$ cat src/rtl/dsp48a1_slice_pkg.sv
// Shared definitions for the DSP48A1-style slice: OPMODE bit positions,
// X/Z multiplexer encodings and the string values accepted by the
// CARRYINSEL and B_INPUT parameters.
package dsp48a1_slice_pkg;

  // OPMODE field positions
  localparam int OM_X_LSB    = 0;
  localparam int OM_Z_LSB    = 2;
  localparam int OM_PRE_SEL  = 4;  // 1: B1 takes pre-adder result, 0: B0
  localparam int OM_CARRY    = 5;  // carry-in when CARRYINSEL selects OPMODE5
  localparam int OM_PRE_SUB  = 6;  // 1: pre-adder computes D-B
  localparam int OM_POST_SUB = 7;  // 1: post-adder computes Z-(X+CIN)

  // X multiplexer selections (OPMODE[1:0])
  typedef enum logic [1:0] {
    X_ZERO = 2'd0,
    X_M    = 2'd1,
    X_P    = 2'd2,
    X_DAB  = 2'd3
  } x_sel_e;

  // Z multiplexer selections (OPMODE[3:2])
  typedef enum logic [1:0] {
    Z_ZERO = 2'd0,
    Z_PCIN = 2'd1,
    Z_P    = 2'd2,
    Z_C    = 2'd3
  } z_sel_e;

  // Accepted string values for source-select parameters
  localparam string CYI_OPMODE5 = "OPMODE5";
  localparam string CYI_CARRYIN = "CARRYIN";
  localparam string B_DIRECT    = "DIRECT";
  localparam string B_CASCADE   = "CASCADE";

endpackage

$ cat src/rtl/dsp48a1_slice_reg_mux.sv
// Optional pipeline stage: a register with asynchronous clear and clock
// enable when RSEL is 1, or a plain wire when RSEL is 0. The register is
// always described so the control inputs stay connected; in bypass mode
// its output is simply not selected and it is trimmed away.
module dsp_reg_mux #(
  parameter int WIDTH = 18,
  parameter int RSEL  = 1
) (
  input  logic             clk,
  input  logic             rst,
  input  logic             ce,
  input  logic [WIDTH-1:0] d,
  output logic [WIDTH-1:0] q
);

  logic [WIDTH-1:0] r;

  // Stage register: reset overrides enable, enable gates the load
  always_ff @(posedge clk or posedge rst) begin
    if (rst) begin
      r <= '0;
    end else if (ce) begin
      r <= d;
    end
  end

  assign q = (RSEL != 0) ? r : d;

endmodule

$ cat src/rtl/dsp48a1_slice.sv
// DSP48A1-style arithmetic slice: 18-bit pre-adder (D +/- B), unsigned
// 18x18 multiplier and 48-bit post-adder/accumulator with optional
// pipeline registers and B/P cascade ports.
module dsp48a1_slice
  import dsp48a1_slice_pkg::*;
#(
  parameter int    A0REG       = 0,
  parameter int    A1REG       = 1,
  parameter int    B0REG       = 0,
  parameter int    B1REG       = 1,
  parameter int    CREG        = 1,
  parameter int    DREG        = 1,
  parameter int    MREG        = 1,
  parameter int    PREG        = 1,
  parameter int    CARRYINREG  = 1,
  parameter int    CARRYOUTREG = 1,
  parameter int    OPMODEREG   = 1,
  parameter string CARRYINSEL  = "OPMODE5",
  parameter string B_INPUT     = "DIRECT"
) (
  input  logic        clk,
  input  logic        RSTA,
  input  logic        RSTB,
  input  logic        RSTC,
  input  logic        RSTD,
  input  logic        RSTM,
  input  logic        RSTP,
  input  logic        RSTCARRYIN,
  input  logic        RSTOPMODE,
  input  logic        CEA,
  input  logic        CEB,
  input  logic        CEC,
  input  logic        CED,
  input  logic        CEM,
  input  logic        CEP,
  input  logic        CECARRYIN,
  input  logic        CEOPMODE,
  input  logic [17:0] A,
  input  logic [17:0] B,
  input  logic [17:0] D,
  input  logic [17:0] BCIN,
  input  logic [47:0] C,
  input  logic [47:0] PCIN,
  input  logic [7:0]  OPMODE,
  input  logic        CARRYIN,
  output logic [17:0] BCOUT,
  output logic [35:0] M,
  output logic [47:0] P,
  output logic [47:0] PCOUT,
  output logic        CARRYOUT,
  output logic        CARRYOUTF
);

  localparam bit B_FROM_PORT    = (B_INPUT == B_DIRECT);
  localparam bit B_FROM_CASCADE = (B_INPUT == B_CASCADE);
  localparam bit CYI_FROM_OM    = (CARRYINSEL == CYI_OPMODE5);
  localparam bit CYI_FROM_PORT  = (CARRYINSEL == CYI_CARRYIN);

  logic [7:0]  om;
  logic [17:0] b_src, b0, a0, d0, pre_sum, b1_in, b1, a1;
  logic [47:0] c0, x_mux, z_mux, p_q;
  logic [35:0] mult, m_q;
  logic [48:0] post_sum;
  logic        cyi_src, cin, cyo_q;

  // ---- operand stage 0: OPMODE, A0, B0, C, D ----
  assign b_src = B_FROM_PORT    ? B    :
                 B_FROM_CASCADE ? BCIN : '0;

  dsp_reg_mux #(.WIDTH(8),  .RSEL(OPMODEREG)) u_om (
    .clk(clk), .rst(RSTOPMODE), .ce(CEOPMODE), .d(OPMODE), .q(om));
  dsp_reg_mux #(.WIDTH(18), .RSEL(B0REG)) u_b0 (
    .clk(clk), .rst(RSTB), .ce(CEB), .d(b_src), .q(b0));
  dsp_reg_mux #(.WIDTH(18), .RSEL(A0REG)) u_a0 (
    .clk(clk), .rst(RSTA), .ce(CEA), .d(A), .q(a0));
  dsp_reg_mux #(.WIDTH(18), .RSEL(DREG)) u_d (
    .clk(clk), .rst(RSTD), .ce(CED), .d(D), .q(d0));
  dsp_reg_mux #(.WIDTH(48), .RSEL(CREG)) u_c (
    .clk(clk), .rst(RSTC), .ce(CEC), .d(C), .q(c0));

  // ---- pre-adder and stage 1: A1, B1 ----
  assign pre_sum = om[OM_PRE_SUB] ? (d0 - b0) : (d0 + b0);
  assign b1_in   = om[OM_PRE_SEL] ? pre_sum : b0;

  dsp_reg_mux #(.WIDTH(18), .RSEL(B1REG)) u_b1 (
    .clk(clk), .rst(RSTB), .ce(CEB), .d(b1_in), .q(b1));
  dsp_reg_mux #(.WIDTH(18), .RSEL(A1REG)) u_a1 (
    .clk(clk), .rst(RSTA), .ce(CEA), .d(a0), .q(a1));

  assign BCOUT = b1;

  // ---- multiplier stage: M ----
  assign mult = {18'b0, a1} * {18'b0, b1};

  dsp_reg_mux #(.WIDTH(36), .RSEL(MREG)) u_m (
    .clk(clk), .rst(RSTM), .ce(CEM), .d(mult), .q(m_q));

  assign M = m_q;

  // ---- carry-in stage ----
  assign cyi_src = CYI_FROM_OM   ? om[OM_CARRY] :
                   CYI_FROM_PORT ? CARRYIN      : 1'b0;

  dsp_reg_mux #(.WIDTH(1), .RSEL(CARRYINREG)) u_cyi (
    .clk(clk), .rst(RSTCARRYIN), .ce(CECARRYIN), .d(cyi_src), .q(cin));

  // X operand select: zero, multiplier product, feedback P, or D:A:B concatenation
  always_comb begin
    x_mux = '0;
    case (x_sel_e'(om[OM_X_LSB +: 2]))
      X_ZERO: x_mux = '0;
      X_M:    x_mux = {12'b0, m_q};
      X_P:    x_mux = p_q;
      X_DAB:  x_mux = {d0[11:0], a1, b1};
      default: x_mux = '0;
    endcase
  end

  // Z operand select: zero, cascaded P, feedback P (accumulate) or C
  always_comb begin
    z_mux = '0;
    case (z_sel_e'(om[OM_Z_LSB +: 2]))
      Z_ZERO: z_mux = '0;
      Z_PCIN: z_mux = PCIN;
      Z_P:    z_mux = p_q;
      Z_C:    z_mux = c0;
      default: z_mux = '0;
    endcase
  end

  // 49-bit post-adder; bit 48 is the carry/borrow out
  always_comb begin
    post_sum = '0;
    if (om[OM_POST_SUB]) begin
      post_sum = {1'b0, z_mux} - ({1'b0, x_mux} + {48'b0, cin});
    end else begin
      post_sum = {1'b0, z_mux} + {1'b0, x_mux} + {48'b0, cin};
    end
  end

  // ---- output stage: P, CARRYOUT ----
  dsp_reg_mux #(.WIDTH(48), .RSEL(PREG)) u_p (
    .clk(clk), .rst(RSTP), .ce(CEP), .d(post_sum[47:0]), .q(p_q));
  dsp_reg_mux #(.WIDTH(1), .RSEL(CARRYOUTREG)) u_cyo (
    .clk(clk), .rst(RSTCARRYIN), .ce(CECARRYIN), .d(post_sum[48]), .q(cyo_q));

  assign P         = p_q;
  assign PCOUT     = p_q;
  assign CARRYOUT  = cyo_q;
  assign CARRYOUTF = cyo_q;

endmodule

$ cat config.mk
export PLATFORM = sky130hd
export DESIGN_NAME = dsp48a1_slice
export DESIGN_NICKNAME = d
export VERILOG_FILES = /design/src/rtl/dsp48a1_slice_pkg.sv /design/src/rtl/dsp48a1_slice_reg_mux.sv /design/src/rtl/dsp48a1_slice.sv
export SDC_FILE = /design/constraint.sdc
export NUM_CORES = 2
export LEC_CHECK = 0
export ABC_AREA = 1
export CORE_UTILIZATION = 55
export CTS_BUF_LIST = sky130_fd_sc_hd__clkbuf_2 sky130_fd_sc_hd__clkbuf_4 sky130_fd_sc_hd__clkbuf_8
export CTS_CLUSTER_SIZE = 40
export DETAILED_ROUTE_END_ITERATION = 16
export PLACE_DENSITY_LB_ADDON = 0.12
export SLEW_MARGIN = 15
export SYNTH_ARGS = -nofsm -noshare
export SYNTH_HDL_FRONTEND = slang
export SYNTH_SLANG_ARGS = --single-unit
$ cat constraint.sdc
create_clock -name clk -period 10.9 [get_ports clk]
set_clock_uncertainty 0.05 [all_clocks]
set_input_delay 1.09 -clock clk [delete_from_list [all_inputs] [get_ports clk]]
set_output_delay 1.09 -clock clk [all_outputs]
set_load 0.02 [all_outputs]
==> results.py <==
metrics = {
    "drt": {
        "first_pass_iters": 6,
        "ant_nets": 0,
        "vias_per_cell": 5.638,
        "wire_per_inst_um": 22.33,
        "drtIter0Drc": 3093,
        "wl_mm": 124.3,
        "drcViolationCount": 0,
        "vias": 31395,
    },
    "synthesis": {
        "synth_top_family_by_area": "adder cells",
        "syn-instance-count": 4630,
        "synth_xor_area_share_pct": 1.562,
        "synth_edf_count": 0,
        "ys_warn_count": 0,
        "ys_async_sr_fraction_pct": 100.0,
        "synth_top_flop_cell": "dfrtp_1",
        "synth-simple-area-share_pct": 24.97,
        "synth-adder-area-share_pct": 27.77,
        "ys_seq_area_share_pct": 15.90,
        "synth_compound_gate_area_share_pct": 12.04,
        "muxShareOfSynthArea_pct": 1.679,
        "synthesis.nets": 5352,
        "yosysUniqueCellTypes": 53,
        "ys_ff_latch": 196,
        "avgSynthCellArea_um2": 6.662,
        "synth_area_um2": 30840,
    },
    "global_route": {
        "grt-ovfl-total": 0,
        "gr-usage-all-layers_pct": 44.08,
        "grt_pass1_wl_mm": 184.6,
        "grt_pass1_vias": 30944,
        "grt_max_degree": 63,
        "antenna_found_initial": 16,
    },
    "worst_setup_path": {
        "crit_path_start_kind": "flip-flop",
        "r2r_start": "u_b1.q[9]",
        "critPathArrivalTime_ps": 6740,
        "r2r-end": "u_m.q[29]",
        "worst_setup_path_end_kind": "flip-flop",
        "critical_path.max_fanout": 20,
        "path_class": "reg -> reg",
        "required_ps": 11330,
        "regToRegSetupSlack_ps": 4590,
        "rr_worst_depth": 19,
    },
    "clock_tree": {
        "clock-sinks": 196,
        "cts_resized": 0,
        "cts_max_level": 4,
        "root_buffer": "clkbuf_8",
        "path_clk_slew_ps": 130,
        "clock_latency_ps": 600,
        "numCtsBuffers": 17,
        "cts.path.max_buffers": 2,
        "cts_tree": "built",
        "post-cts-setup-buffer-count": 0,
        "ctsHoldBuffers": 0,
    },
    "timing": {
        "setup_viol": 0,
        "finalCritPeriodShare_pct": 57.85,
        "max-slew-margin-rel_pct": 31.19,
        "final_max_slew_viol_count": 0,
        "fmax_mhz": 158.6,
        "setup_tns_ps": 0,
        "worst_pin_slew_ps": 1032,
        "fin_crit_ps": 6306,
        "rsz0062_at_grt": "no",
        "hold_viol_final": 0,
    },
    "floorplan": {
        "die_w_um": 238.8,
        "core_um2": 55200,
        "initial_utilization_pct": 55.88,
        "dieArea_um2": 57030,
        "rows": 86,
        "ios": 346,
        "die_h_um": 238.8,
    },
    "final_layout": {
        "finish.net_count": 5519,
        "final_common_cell": "nand2_1",
        "syn2layout_area_growth_pct": 12.41,
        "drive_above_1_share_pct": 3.701,
        "num-fill-cells": 5212,
        "final_cell_mix": "nand2_1, inv_1, clkdlybuf4s50_1, ha_1, fa_1",
    },
    "hold_path": {
        "hold_path.class": "reg -> reg",
        "worstHoldPathCells": 1,
        "hp-start": "u_c.q[6]",
        "whs_endpoint": "u_c.q[6]",
    },
    "flow_run": {
        "drv_cap": 0,
    },
    "run_status": {
        "status": "finished clean",
    },
    "place": {
        "gp_congestion": 1.042,
        "io_buffers": 326,
        "dpl.hpwl_mm": 102.9,
    },
}
-- synth_stat cells, drive strengths merged, types with 3 or more instances --
master,count,area (µm²)
mux2,46,518.0
o22ai,23,143.9
a21o,36,270.3
nand3b,6,45.04
o21ai,263,1320
o31ai,3,22.52
o221ai,29,254.0
nor2,254,983.4
nand3,183,930.9
clkinv,5,18.77
a21boi,5,37.53
a21oi,232,1191
xnor2,15,131.4
nand2,1325,5044
xor2,40,350.3
buf,82,504.2
a221oi,3,26.28
a31oi,13,81.33
nor3b,3,32.53
nand4,55,344.1
ha,267,3341
nor4,4,25.02
clkbuf,113,424.2
o211ai,8,60.06
o21bai,28,210.2
fa,261,5225
a22oi,4,30.03
or2,14,87.59
dfrtp,196,4905
inv,1068,4009
o21a,8,60.06
nor3,33,185.2
-- cell families after synthesis --
group                      after synthesis
AOI/OAI and AO/OA                      656
muxes                                   46
adders and majority gates              528
xor gates and xnor gates                55
buffers and inverters                 1268
DFF                                    196
and+or+nand+nor                       1881
-- layer usage --
metal,GRT usage (%),vias to the layer above,wire [µm]
li1,-,14457,-
met1,53.05,14844,45910
met2,71.10,1689,56970
met3,10.36,393,12460
met4,27.70,12,8912
met5,0,-,74
-- state kept, by name, indices dropped and copies added, names as in the netlist --
register  flops
u_a1.q       18
u_b1.q       18
u_c.q        48
u_cyi.q       1
u_cyo.q       1
u_d.q        18
u_m.q        36
u_om.q        8
u_p.q        48
-- worst max-delay path by stage --
| stage | startpoint | to | slack [ps] | depth (start not counted) |
|---|---|---|---|---|
| global placement | u_b1.q[6] | u_m.q[29] | 4790 | 19 |
| CTS | u_b1.q[6] | u_m.q[29] | 4650 | 19 |
| finish | u_b1.q[9] | u_m.q[29] | 4590 | 19 |
| detailed placement | u_b1.q[6] | u_m.q[29] | 4710 | 19 |
| floorplan | u_b1.q[3] | u_m.q[28] | 5150 | 24 |
| global route | u_b1.q[9] | u_m.q[28] | 4320 | 24 |
-- metrics by stage --
| stage | area (µm²) | utilization, % | hold slack, ps | instances | setup WS, ps |
|---|---|---|---|---|---|
| 6_report | 34670 | 62.81 | 471.1 | 5568 | 4594 |
| 3_5_place_dp | 34240 | 62.03 | 446.0 | 5526 | 4711 |
| 3_3_place_gp | 34240 | 62.03 | 441.9 | 5526 | 4795 |
| 5_1_grt | 34660 | 62.79 | 491.5 | 5564 | 4322 |
| 4_1_cts | 34650 | 62.77 | 471.3 | 5557 | 4654 |
| 2_1_floorplan | 30840 | - | 393.8 | 4630 | 5147 |
-- worst max-delay path: stages, from the launching register on --
cell	delay (ps)
dfrtp_1	980
nand2_1	180
fa_1	590
inv_1	60
fa_1	490
fa_1	600
fa_1	450
fa_1	540
inv_1	70
fa_1	490
inv_1	60
ha_1	350
nand2_1	160
o21ai_0	130
a21oi_1	140
nand3_1	250
a21o_1	240
or2_1	200
nand3_1	80
nand2_1	60
-- final cells by class --
cell class                      instances  area (µm²)  share of cell area [%]
Multi-Input combinational cell       3166       20990                   60.55
Sequential cell                       196        4906                   14.15
Inverter                             1073        4028                   11.62
Timing Repair Buffer                  343        3376                   9.737
Tap cell                              748       935.9                   2.699
Clock buffer                           17       234.0                  0.6749
Clock inverter                         14       170.2                  0.4908
Antenna cell                           11       27.53                 0.07940
Power is not shown: default switching activity piles up to over one toggle a cycle in this logic, so the estimate is an artifact.
